$ cat config.mk
export PLATFORM = sky130hd
export DESIGN_NAME = thread_fetch_flat
export DESIGN_NICKNAME = d
export VERILOG_FILES = /design/src/rtl/thread_pkg.sv /design/src/rtl/thread_fetch_if.sv /design/src/rtl/thread_fetch_tos_stack.sv /design/src/rtl/thread_fetch.sv /design/src/flat_wrapper.sv
export SDC_FILE = /design/constraint.sdc
export NUM_CORES = 1
export LEC_CHECK = 0
export ABC_AREA = 1
export BUFFER_PORTS_ARGS = -buffer_cell sky130_fd_sc_hd__buf_2
export CORE_MARGIN = 2
export CORE_UTILIZATION = 52
export DETAILED_ROUTE_END_ITERATION = 8
export PLACE_DENSITY = 0.79
export SETUP_SLACK_MARGIN = 0.05
export SYNTH_ARGS = -nofsm -noshare
export SYNTH_HDL_FRONTEND = slang
export SYNTH_HIERARCHICAL = 1
export SYNTH_SLANG_ARGS = --single-unit
$ cat constraint.sdc
create_clock -name clk -period 2 [get_ports clk]
set_clock_uncertainty 0.05 [all_clocks]
set_input_delay 0.3 -clock clk [delete_from_list [all_inputs] [get_ports clk]]
set_output_delay 0.3 -clock clk [all_outputs]
set_load 0.02 [all_outputs]
$ cat src/rtl/thread_pkg.sv
// -----------------------------------------------------------------------------
// thread_pkg
// Shared definitions for the per-thread fetch slice.
//   AW / DW        : instruction-address and instruction widths
//   fetch_state_e  : fetch sequencer state (IDLE, RUN, HALT)
//   qent_t         : one fetch-queue entry (valid, address, instruction word)
//   pc_inc         : program-counter increment, wraps modulo 2^AW
// -----------------------------------------------------------------------------
package thread_pkg;

    localparam int AW = 10;
    localparam int DW = 32;

    typedef enum logic [1:0] {
        IDLE = 2'd0,
        RUN  = 2'd1,
        HALT = 2'd2
    } fetch_state_e;

    typedef struct packed {
        logic          valid;
        logic [AW-1:0] pc;
        logic [DW-1:0] ins;
    } qent_t;

    function automatic logic [AW-1:0] pc_inc(input logic [AW-1:0] pc);
        return pc + AW'(1);
    endfunction

endpackage

$ cat src/rtl/thread_fetch_if.sv
// -----------------------------------------------------------------------------
// thread_fetch_if
// Bus bundle between the fetch sequencer, its instruction memory and the
// thread's decode stage.
//   imem_en / imem_addr / imem_rdata : synchronous instruction-memory read port
//   ins / ins_valid / ins_ready / ins_pc : instruction handshake to decode
//   dec_*                            : control-flow feedback from decode,
//                                      meaningful only on a consume cycle
// master = fetch sequencer side, slave = memory/decode side.
// -----------------------------------------------------------------------------
interface thread_fetch_if;
    import thread_pkg::*;

    logic          imem_en;
    logic [AW-1:0] imem_addr;
    logic [DW-1:0] imem_rdata;
    logic [DW-1:0] ins;
    logic          ins_valid;
    logic          ins_ready;
    logic [AW-1:0] ins_pc;
    logic          dec_jump;
    logic [AW-1:0] dec_jump_addr;
    logic          dec_push;
    logic [AW-1:0] dec_tos_addr;
    logic          dec_pop;
    logic          dec_halt;

    modport master (
        output imem_en, imem_addr, ins, ins_valid, ins_pc,
        input  imem_rdata, ins_ready, dec_jump, dec_jump_addr,
               dec_push, dec_tos_addr, dec_pop, dec_halt
    );

    modport slave (
        input  imem_en, imem_addr, ins, ins_valid, ins_pc,
        output imem_rdata, ins_ready, dec_jump, dec_jump_addr,
               dec_push, dec_tos_addr, dec_pop, dec_halt
    );

endinterface

$ cat src/rtl/thread_fetch_tos_stack.sv
// -----------------------------------------------------------------------------
// tos_stack
// Circular LIFO holding return/TOS addresses.
//   clk, rst_n : clock, asynchronous active-low reset
//   clr        : synchronous empty (pointer and count cleared, data kept)
//   push/push_data : push a value; when full the oldest entry is overwritten
//   pop/pop_data   : pop the top; pop_data is 0 when the stack is empty
//   ovf / unf      : single-cycle overflow / underflow indications
// push together with pop on a non-empty stack replaces the top entry after it
// has been read, leaving depth unchanged.
// -----------------------------------------------------------------------------
module tos_stack #(
    parameter int W     = 10,
    parameter int DEPTH = 4
) (
    input  logic         clk,
    input  logic         rst_n,
    input  logic         clr,
    input  logic         push,
    input  logic [W-1:0] push_data,
    input  logic         pop,
    output logic [W-1:0] pop_data,
    output logic         ovf,
    output logic         unf
);

    localparam int PW = $clog2(DEPTH);

    logic [W-1:0]  mem_r [DEPTH];
    logic [PW-1:0] ptr_r;
    logic [PW:0]   cnt_r;
    logic [PW-1:0] top_s;
    logic          empty_s;
    logic          full_s;

    // Occupancy decode, top-of-stack read and error flags
    always_comb begin
        empty_s = (cnt_r == '0);
        full_s  = (cnt_r == (PW+1)'(DEPTH));
        top_s   = ptr_r - PW'(1);
        if (pop && !empty_s) begin
            pop_data = mem_r[top_s];
        end else begin
            pop_data = '0;
        end
        unf = pop & empty_s;
        ovf = push & full_s & ~(pop & ~empty_s);
    end

    // Stack storage, write pointer and depth counter
    always_ff @(posedge clk or negedge rst_n) begin
        if (!rst_n) begin
            ptr_r <= '0;
            cnt_r <= '0;
            for (int i = 0; i < DEPTH; i++) begin
                mem_r[i] <= '0;
            end
        end else if (clr) begin
            ptr_r <= '0;
            cnt_r <= '0;
        end else if (pop && !empty_s && push) begin
            mem_r[top_s] <= push_data;
        end else if (pop && !empty_s) begin
            ptr_r <= top_s;
            cnt_r <= cnt_r - (PW+1)'(1);
        end else if (push) begin
            // When full, ptr_r already points at the oldest entry
            mem_r[ptr_r] <= push_data;
            ptr_r        <= ptr_r + PW'(1);
            if (!full_s) begin
                cnt_r <= cnt_r + (PW+1)'(1);
            end
        end
    end

endmodule

$ cat src/rtl/thread_fetch.sv
// -----------------------------------------------------------------------------
// thread_fetch
// Per-thread instruction fetch sequencer. Owns the PC, issues synchronous
// reads to instruction memory, buffers returned words in a 2-entry queue and
// presents the head to decode. Decode reports jump / push / pop / halt when
// it consumes an instruction.
//   clk, rst_n      : clock, asynchronous active-low reset
//   start, start_pc : leave IDLE/HALT and fetch from start_pc (ignored in RUN)
//   bus (master)    : memory read port and decode handshake (thread_fetch_if)
//   halted / busy   : state is HALT / RUN
//   stk_err         : sticky stack overflow/underflow, cleared by start
// A read issued in cycle c returns in c+1 and reaches the queue head in c+2.
// -----------------------------------------------------------------------------
module thread_fetch
    import thread_pkg::*;
#(
    parameter int STK_DEPTH = 4
) (
    input  logic            clk,
    input  logic            rst_n,
    input  logic            start,
    input  logic [AW-1:0]   start_pc,
    thread_fetch_if.master  bus,
    output logic            halted,
    output logic            busy,
    output logic            stk_err
);

    fetch_state_e  state_r, state_s;
    qent_t         q0_r, q1_r, q0_s, q1_s, new_s;
    logic [AW-1:0] pc_r, pc_s;
    logic          inflight_r;
    logic [AW-1:0] inflight_pc_r;
    logic          stk_err_r, stk_err_s;

    logic          start_s;
    logic          consume_s;
    logic          halt_s;
    logic          pop_s;
    logic          jump_s;
    logic          push_s;
    logic          redirect_s;
    logic [2:0]    occ_s;
    logic          issue_s;
    logic [AW-1:0] pop_data_s;
    logic          ovf_s;
    logic          unf_s;

    tos_stack #(
        .W     (AW),
        .DEPTH (STK_DEPTH)
    ) u_tos_stack (
        .clk       (clk),
        .rst_n     (rst_n),
        .clr       (start_s),
        .push      (push_s),
        .push_data (bus.dec_tos_addr),
        .pop       (pop_s),
        .pop_data  (pop_data_s),
        .ovf       (ovf_s),
        .unf       (unf_s)
    );

    // FSM state register
    always_ff @(posedge clk or negedge rst_n) begin
        if (!rst_n) begin
            state_r <= IDLE;
        end else begin
            state_r <= state_s;
        end
    end

    // FSM next-state logic
    always_comb begin
        state_s = state_r;
        case (state_r)
            IDLE: begin
                if (start) state_s = RUN;
                else       state_s = IDLE;
            end
            RUN: begin
                if (halt_s) state_s = HALT;
                else        state_s = RUN;
            end
            HALT: begin
                if (start) state_s = RUN;
                else       state_s = HALT;
            end
            default: state_s = IDLE;
        endcase
    end

    // FSM outputs: decode feedback qualification and the issue decision
    always_comb begin
        start_s    = start & (state_r != RUN);
        consume_s  = q0_r.valid & bus.ins_ready;
        // halt > pop > jump; push rides along with whatever else happens
        halt_s     = consume_s & bus.dec_halt;
        pop_s      = consume_s & bus.dec_pop & ~bus.dec_halt;
        jump_s     = consume_s & bus.dec_jump & ~bus.dec_halt & ~bus.dec_pop;
        push_s     = consume_s & bus.dec_push;
        redirect_s = pop_s | jump_s;
        // Slots already claimed once this cycle's consume is accounted for
        occ_s      = 3'(q0_r.valid) + 3'(q1_r.valid) + 3'(inflight_r) - 3'(consume_s);
        issue_s    = (state_r == RUN) & ~halt_s & ~redirect_s & (occ_s < 3'd2);
        bus.imem_en   = issue_s;
        bus.imem_addr = pc_r;
        busy          = (state_r == RUN);
        halted        = (state_r == HALT);
    end

    // Queue, PC and error-flag next values
    always_comb begin
        q0_s      = q0_r;
        q1_s      = q1_r;
        pc_s      = pc_r;
        stk_err_s = stk_err_r;
        new_s     = {1'b1, inflight_pc_r, bus.imem_rdata};

        if (start_s) begin
            q0_s = '0;
            q1_s = '0;
            pc_s = start_pc;
        end else if (state_r != RUN) begin
            q0_s = q0_r;
        end else if (halt_s) begin
            // The returning word is simply not written: that is the discard
            q0_s = '0;
            q1_s = '0;
        end else if (redirect_s) begin
            q0_s = '0;
            q1_s = '0;
            if (pop_s) pc_s = pop_data_s;
            else       pc_s = bus.dec_jump_addr;
        end else begin
            if (consume_s) begin
                q0_s = q1_r;
                q1_s = '0;
            end else begin
                q0_s = q0_r;
            end
            if (inflight_r) begin
                if (!q0_s.valid) q0_s = new_s;
                else             q1_s = new_s;
            end else begin
                q1_s = q1_s;
            end
            if (issue_s) pc_s = pc_inc(pc_r);
            else         pc_s = pc_r;
        end

        if (start_s) begin
            stk_err_s = 1'b0;
        end else if (ovf_s || unf_s) begin
            stk_err_s = 1'b1;
        end else begin
            stk_err_s = stk_err_r;
        end
    end

    // Datapath registers: queue, PC, outstanding read tracking, error flag
    always_ff @(posedge clk or negedge rst_n) begin
        if (!rst_n) begin
            q0_r          <= '0;
            q1_r          <= '0;
            pc_r          <= '0;
            inflight_r    <= 1'b0;
            inflight_pc_r <= '0;
            stk_err_r     <= 1'b0;
        end else begin
            q0_r       <= q0_s;
            q1_r       <= q1_s;
            pc_r       <= pc_s;
            inflight_r <= issue_s;
            stk_err_r  <= stk_err_s;
            if (issue_s) begin
                inflight_pc_r <= pc_r;
            end
        end
    end

    assign bus.ins       = q0_r.ins;
    assign bus.ins_valid = q0_r.valid;
    assign bus.ins_pc    = q0_r.pc;
    assign stk_err       = stk_err_r;

endmodule
$ cat src/flat_wrapper.sv
// flat-port wrapper written by rule: the top's interface ports become plain ports
module thread_fetch_flat import thread_pkg::*;
#(
    parameter int STK_DEPTH = 4
)
  (clk, rst_n, start, start_pc, halted, busy, stk_err, bus_imem_en, bus_imem_addr, bus_ins, bus_ins_valid, bus_ins_pc, bus_imem_rdata, bus_ins_ready, bus_dec_jump, bus_dec_jump_addr, bus_dec_push, bus_dec_tos_addr, bus_dec_pop, bus_dec_halt);
  thread_fetch_if bus_i ();
  input  logic clk;
  input  logic rst_n;
  input  logic start;
  input  logic [AW-1:0] start_pc;
  output logic halted;
  output logic busy;
  output logic stk_err;
  output wire logic [$bits(bus_i.imem_en)-1:0] bus_imem_en;
  output wire logic [$bits(bus_i.imem_addr)-1:0] bus_imem_addr;
  output wire logic [$bits(bus_i.ins)-1:0] bus_ins;
  output wire logic [$bits(bus_i.ins_valid)-1:0] bus_ins_valid;
  output wire logic [$bits(bus_i.ins_pc)-1:0] bus_ins_pc;
  input wire logic [$bits(bus_i.imem_rdata)-1:0] bus_imem_rdata;
  input wire logic [$bits(bus_i.ins_ready)-1:0] bus_ins_ready;
  input wire logic [$bits(bus_i.dec_jump)-1:0] bus_dec_jump;
  input wire logic [$bits(bus_i.dec_jump_addr)-1:0] bus_dec_jump_addr;
  input wire logic [$bits(bus_i.dec_push)-1:0] bus_dec_push;
  input wire logic [$bits(bus_i.dec_tos_addr)-1:0] bus_dec_tos_addr;
  input wire logic [$bits(bus_i.dec_pop)-1:0] bus_dec_pop;
  input wire logic [$bits(bus_i.dec_halt)-1:0] bus_dec_halt;
  assign bus_imem_en = bus_i.imem_en;
  assign bus_imem_addr = bus_i.imem_addr;
  assign bus_ins = bus_i.ins;
  assign bus_ins_valid = bus_i.ins_valid;
  assign bus_ins_pc = bus_i.ins_pc;
  assign bus_i.imem_rdata = bus_imem_rdata;
  assign bus_i.ins_ready = bus_ins_ready;
  assign bus_i.dec_jump = bus_dec_jump;
  assign bus_i.dec_jump_addr = bus_dec_jump_addr;
  assign bus_i.dec_push = bus_dec_push;
  assign bus_i.dec_tos_addr = bus_dec_tos_addr;
  assign bus_i.dec_pop = bus_dec_pop;
  assign bus_i.dec_halt = bus_dec_halt;
  thread_fetch #(.STK_DEPTH(STK_DEPTH)) u_core (.clk(clk), .rst_n(rst_n), .start(start), .start_pc(start_pc), .bus(bus_i), .halted(halted), .busy(busy), .stk_err(stk_err));
endmodule
# After elaboration in Yosys (flattened, before gate mapping)
# Cells that the tools add are included.
# totals
elab_cells	133
ff_bits	155
# op_classes
n_lt_le_gt_ge	5
muxes	52
eq_ne	9
reduce_logical	16
n_bitwise	26
addsub	8
# ops
cell	n
two-way mux 43 bit	17
two-way mux 40 bit	3
two-way mux 10 bit	11
bitwise mux 40 bit	2
two-way mux 42 bit	1
demux 10 bit (select 2 bit)	2
binary-select mux 10 bit (select 2 bit)	1
bitwise AND 1 bit	16
two-way mux 3 bit	5
two-way mux 2 bit	6
adder 10 x 1 -> 10 bit, second input constant	1
inequality test 2 x 1 -> 1 bit, second input constant	5
AND reduction 3 bit	3
inverter 1 bit	7
greater-or-equal comparator 3 bit, second input constant	2
less-than comparator 3 x 1 -> 1 bit, second input constant	2
inverter 2 -> 3 bit	2
one-hot mux 2 bit (3 select lines)	1
nonzero test 3 bit	2
logical AND 1 bit	4
nonzero test 2 bit	2
adder 3 x 1 -> 3 bit	1
adder 3 x 1 -> 3 bit, second input constant	1
equality test 3 bit, second input constant	1
other kinds (16)	18

# Longest topological paths before layout
# logic_depth
ltp_word	15
mapped_depth	15
depth_no_buf	14

# Modules after synthesis
# The synthesis kept the hierarchy.
# modules_own_cells
module	area_each_um2	cells_per_inst	instances
thread_fetch	5786.8	758	1
tos_stack	2503.7	308	1

# Least setup slack after synthesis
# Ideal clock, no wire load.
# synth_path
kind	register to output
startpoint	register u_core.q0_r, in the netlist u_core/bus.ins_valid
endpoint	output port bus_imem_en
path_stages_with_launch	12
slack_ns	-0.381
t_arrival_ns	2.031
cell_sequence	dfrtp_1 > nand2_4 > inv_2 > buf_2 > ha_1 > inv_1 > ha_1 > nand2_1 > nand2_1 > nand2_1 > nand3_2 > inv_1
# synth_between
elab_chain_cells	8
elab_cells_between_ends	17
classes_between	add/sub: 3; order compare: 1; bitwise: 13
# synth_rtl
item	line	rtl
from (decl)	thread_fetch.sv:30	qent_t q0_r, q1_r, q0_s, q1_s, new_s;
from (signal assigned)	thread_fetch.sv:171	q0_r <= q0_s;
parallel branches: the longest is 7 deep, another holds adder 3 x 1 -> 3 bit	n/a	
bitwise AND 1 bit (*)	thread_fetch.sv:105	issue_s = (state_r == RUN) & ~halt_s & ~redirect_s & (occ_s < 3'd2);
to (decl)	flat_wrapper.sv:15	output wire logic [$bits(bus_i.imem_en)-1:0] bus_imem_en;
# Mark *: on every way between the ends.

# Final worst setup path
# Ends and elaborated chain as after synthesis.

==> flow_metrics.py <==
metrics = {
    "finish": {
        "instances_no_fill": 1441,
        "drive_gt1_share_pct": 24.98,
        "antenna_cells": 0,
        "area_growth_pct": 25.58,
        "finalNetCount": 1292,
        "n_fill_cell": 1282,
    },
    "global_routing": {
        "antenna_found_initial": 0,
        "grt_use_total_pct": 26.89,
        "grt_start_max_net_pins": 71,
        "first_global_vias": 7277,
        "grt_pass1_wl_um": 35790,
        "grt_overflow": 0,
    },
    "setup_path": {
        "r2r_cells": 15,
        "worst_setup_path_start_kind": "flop",
        "regToRegEndpoint": "u_core/bus.imem_addr[6]",
        "cp.required_ps": 1650,
        "critPathCaptureType": "output port",
        "cp_max_fo": 3,
        "timing.rr.start": "u_core/bus.ins_valid",
        "critical_path_arrival_ps": 2020,
        "worstSetupPathType": "flop to output port",
        "setup.reg_to_reg.worst_slack_ps": -140,
    },
    "placement": {
        "pre_cts_ws_ps": -42.47,
        "place_congestion": 0.8691,
        "dp_hpwl_um": 14580,
        "placed_cells": 1391,
        "port_buffers": 126,
    },
    "sta": {
        "worstMarginPinSlew_ps": 461.8,
        "fmax_mhz": 422.4,
        "rsz0062_at_grt": "yes",
        "period_minus_slack_ps": 2368,
        "finalHoldViolations": 0,
        "final_max_slew_viol_count": 0,
        "slew_headroom_pct": 69.21,
        "setup_violations": 11,
        "timing.final.ws_setup_ps": -367.6,
        "min_period_over_period_pct": 118.4,
    },
    "power_and_ir_drop": {
        "ir_drop_mv": 0.8627,
        "p_per_area_nw_per_um2": 1645,
        "p_leak_nw": 5.029,
    },
    "synth": {
        "netlist_area_um2": 8290,
        "yosys-top-cells-area": "dfrtp_1 (47%), o21ai_0 (10%), nand2_1 (9.5%)",
        "synthArstFlopShare_pct": 100.0,
        "yosysWarnings": 6,
        "synth.most_common_cell": "nand2_1",
        "ys_types": 28,
        "synth_seq_area_share_pct": 46.79,
        "synth_top_cell_by_area": "dfrtp_1",
        "syn_nets": 1145,
        "synth_ff_type": "dfrtp_1",
        "postSynthAreaPerCell_um2": 7.777,
        "ys_ff_latch": 155,
        "synthTopCellsByCount": "nand2_1 (209), o21ai_0 (167), dfrtp_1 (155), nand3_1 (124), inv_1 (114)",
        "yosys.area.top_type_share_pct": 46.79,
        "synth-edff-count": 0,
        "syn_inst": 1066,
    },
    "detailed_routing": {
        "vias": 7990,
        "viasPerCell": 5.545,
        "drt_pass1_iterations": 7,
        "drt-total-wl_um": 23640,
        "wl_per_cell_um": 16.41,
        "drt-initial-drc-count": 735,
        "postRouteAntennaNets": 0,
        "drc": 0,
    },
    "run_status": {
        "violations": "setup timing",
        "status": "finished, violations left",
    },
    "cts": {
        "clkTransAtPathRegs_ps": 60,
        "cts_buffers": 17,
        "cts_tree": "built",
        "h-tree-depth": 4,
        "cts_sinks": 155,
        "clk_latency_ps": 440,
        "clock-root-buffer": "clkbuf_16",
        "clock_path_buffers": 2,
    },
    "floorplanning": {
        "die_w_um": 130.3,
        "row_count": 46,
        "ios": 127,
        "die_area_um2": 16970,
        "start_util_pct": 52.76,
        "coreArea_um2": 15710,
        "die_h_um": 130.3,
    },
    "worst_hold_path": {
        "hold_end": "u_core/u_tos_stack/mem_r[37]",
        "hp-class": "primary input to flop",
        "holdPathStages": 3,
        "hold_start": "bus_dec_tos_addr[7]",
    },
    "run": {
        "maxCapViolations": 0,
    },
}
worst max-delay path by stage:
| stage | startpoint | endpoint | slack [ps] | cells after the start |
|---|---|---|---|---|
| final | u_core/bus.ins_valid | bus_imem_en | -370 | 11 |
| after global routing | u_core/bus.ins_valid | bus_imem_en | -420 | 11 |
| after global placement | bus_ins_ready | u_core/bus.imem_addr[0] | 8 | 15 |
| after detailed placement | bus_ins_ready | u_core/bus.imem_addr[3] | -40 | 15 |
| after floorplan | u_core/bus.ins_valid | u_core/bus.imem_addr[3] | -130 | 15 |
| after CTS | u_core/bus.ins_valid | bus_imem_en | -320 | 11 |
flip-flops by register name (all words and copies together) (netlist names):
name,cells
u_core/u_tos_stack/ptr_r,2
u_core/q1_r,43
u_core/bus.imem_addr,10
u_core/bus.ins,32
u_core/state_r,2
u_core/bus.ins_pc,10
u_core/bus.ins_valid,1
u_core/u_tos_stack/mem_r,40
u_core/inflight_pc_r,10
u_core/u_tos_stack/cnt_r,3
u_core/stk_err,1
u_core/inflight_r,1
power breakdown:
part           internal [mW]  switching, mW  total, mW
clock network           2.20           1.31       3.51
logic                   3.19           5.31       8.50
registers               4.33          0.789       5.12
repair_timing:
action / 4_1_cts / 5_1_grt
hold buffers: 1 / 0
hold endpoints to repair: 30 / 0
endpoints found under the setup margin: 18 / 84
gates cloned: 0 / 7
buffers inserted: 5 / 7
pin swaps: 11 / 13
resized for setup: 23 / 30
stage by stage:
stage / setup TNS (ps) / power [mW] / hold WS, ps / instance area (um^2) / utilization, %
floorplan: -1667 / 10.21 / -45.59 / 8374 / -
global placement: 0 / 12.23 / 164.3 / 9350 / 59.51
detailed placement: -237.6 / 12.46 / 159.6 / 9350 / 59.51
CTS: -849.0 / 16.37 / 53.62 / 10140 / 64.51
global route: -2330 / 18.24 / 70.57 / 10410 / 66.26
finish: -1578 / 17.12 / 59.50 / 10410 / 66.26
final cells by class:
cell class	count	area, um^2	share of cell area (%)
Clock inverter	12	197.7	1.899
Clock buffer	19	432.9	4.158
Inverter	117	446.7	4.290
Timing Repair Buffer	183	1289	12.38
Multi-Input combinational cell	739	3895	37.41
Tap cell	216	270.3	2.596
Sequential cell	155	3880	37.27
routing by layer:
metal | track usage, % | routed length [um]
met5 | 0 | 0
met4 | 9.298 | 552
met3 | 5.330 | 1712
met2 | 44.10 | 11430
met1 | 35.86 | 9949
cells by family after synthesis:
family	share of synthesized area, %
buffers and inverters	9.387
and+or+nand+nor	24.09
adders and majority gates	1.358
DFF	46.79
AOI/OAI and AO/OA	18.38
critical path, stage by stage, from the launching register on:
cell and delay (ps):
dfrtp_2 420, nand2_4 80, inv_4 50, ha_4 250, inv_2 40, ha_4 270, nand2_4 50, nand2_2 60
nand2_2 80, nand3_4 110, inv_6 40, buf_6 120
placed cells by master, fill, tap and decap left out, types with 4 or more instances in the layout:
cell | Yosys | layout
nor2_1 | 74 | 71
o22ai_1 | 9 | 9
inv_1 | 114 | 110
o21ai_2 | 21 | 21
nand3_1 | 124 | 114
nand2_1 | 209 | 203
nand2_2 | 8 | 7
buf_2 | 19 | 124
bufinv_16 | 0 | 5
o21ai_1 | 47 | 57
ha_1 | 9 | 6
nand2_4 | 4 | 10
nand3_2 | 1 | 8
buf_4 | 1 | 35
inv_2 | 3 | 5
nand3_4 | 1 | 4
or2_2 | 11 | 11
o211ai_1 | 10 | 10
clkinvlp_4 | 0 | 5
clkbuf_16 | 0 | 20
buf_6 | 12 | 8
nor2_2 | 6 | 6
dfrtp_1 | 155 | 154
buf_12 | 0 | 10
o21ai_0 | 167 | 157
nor2_4 | 7 | 12
a21oi_1 | 24 | 22
Power figures use the tool's default switching activity.
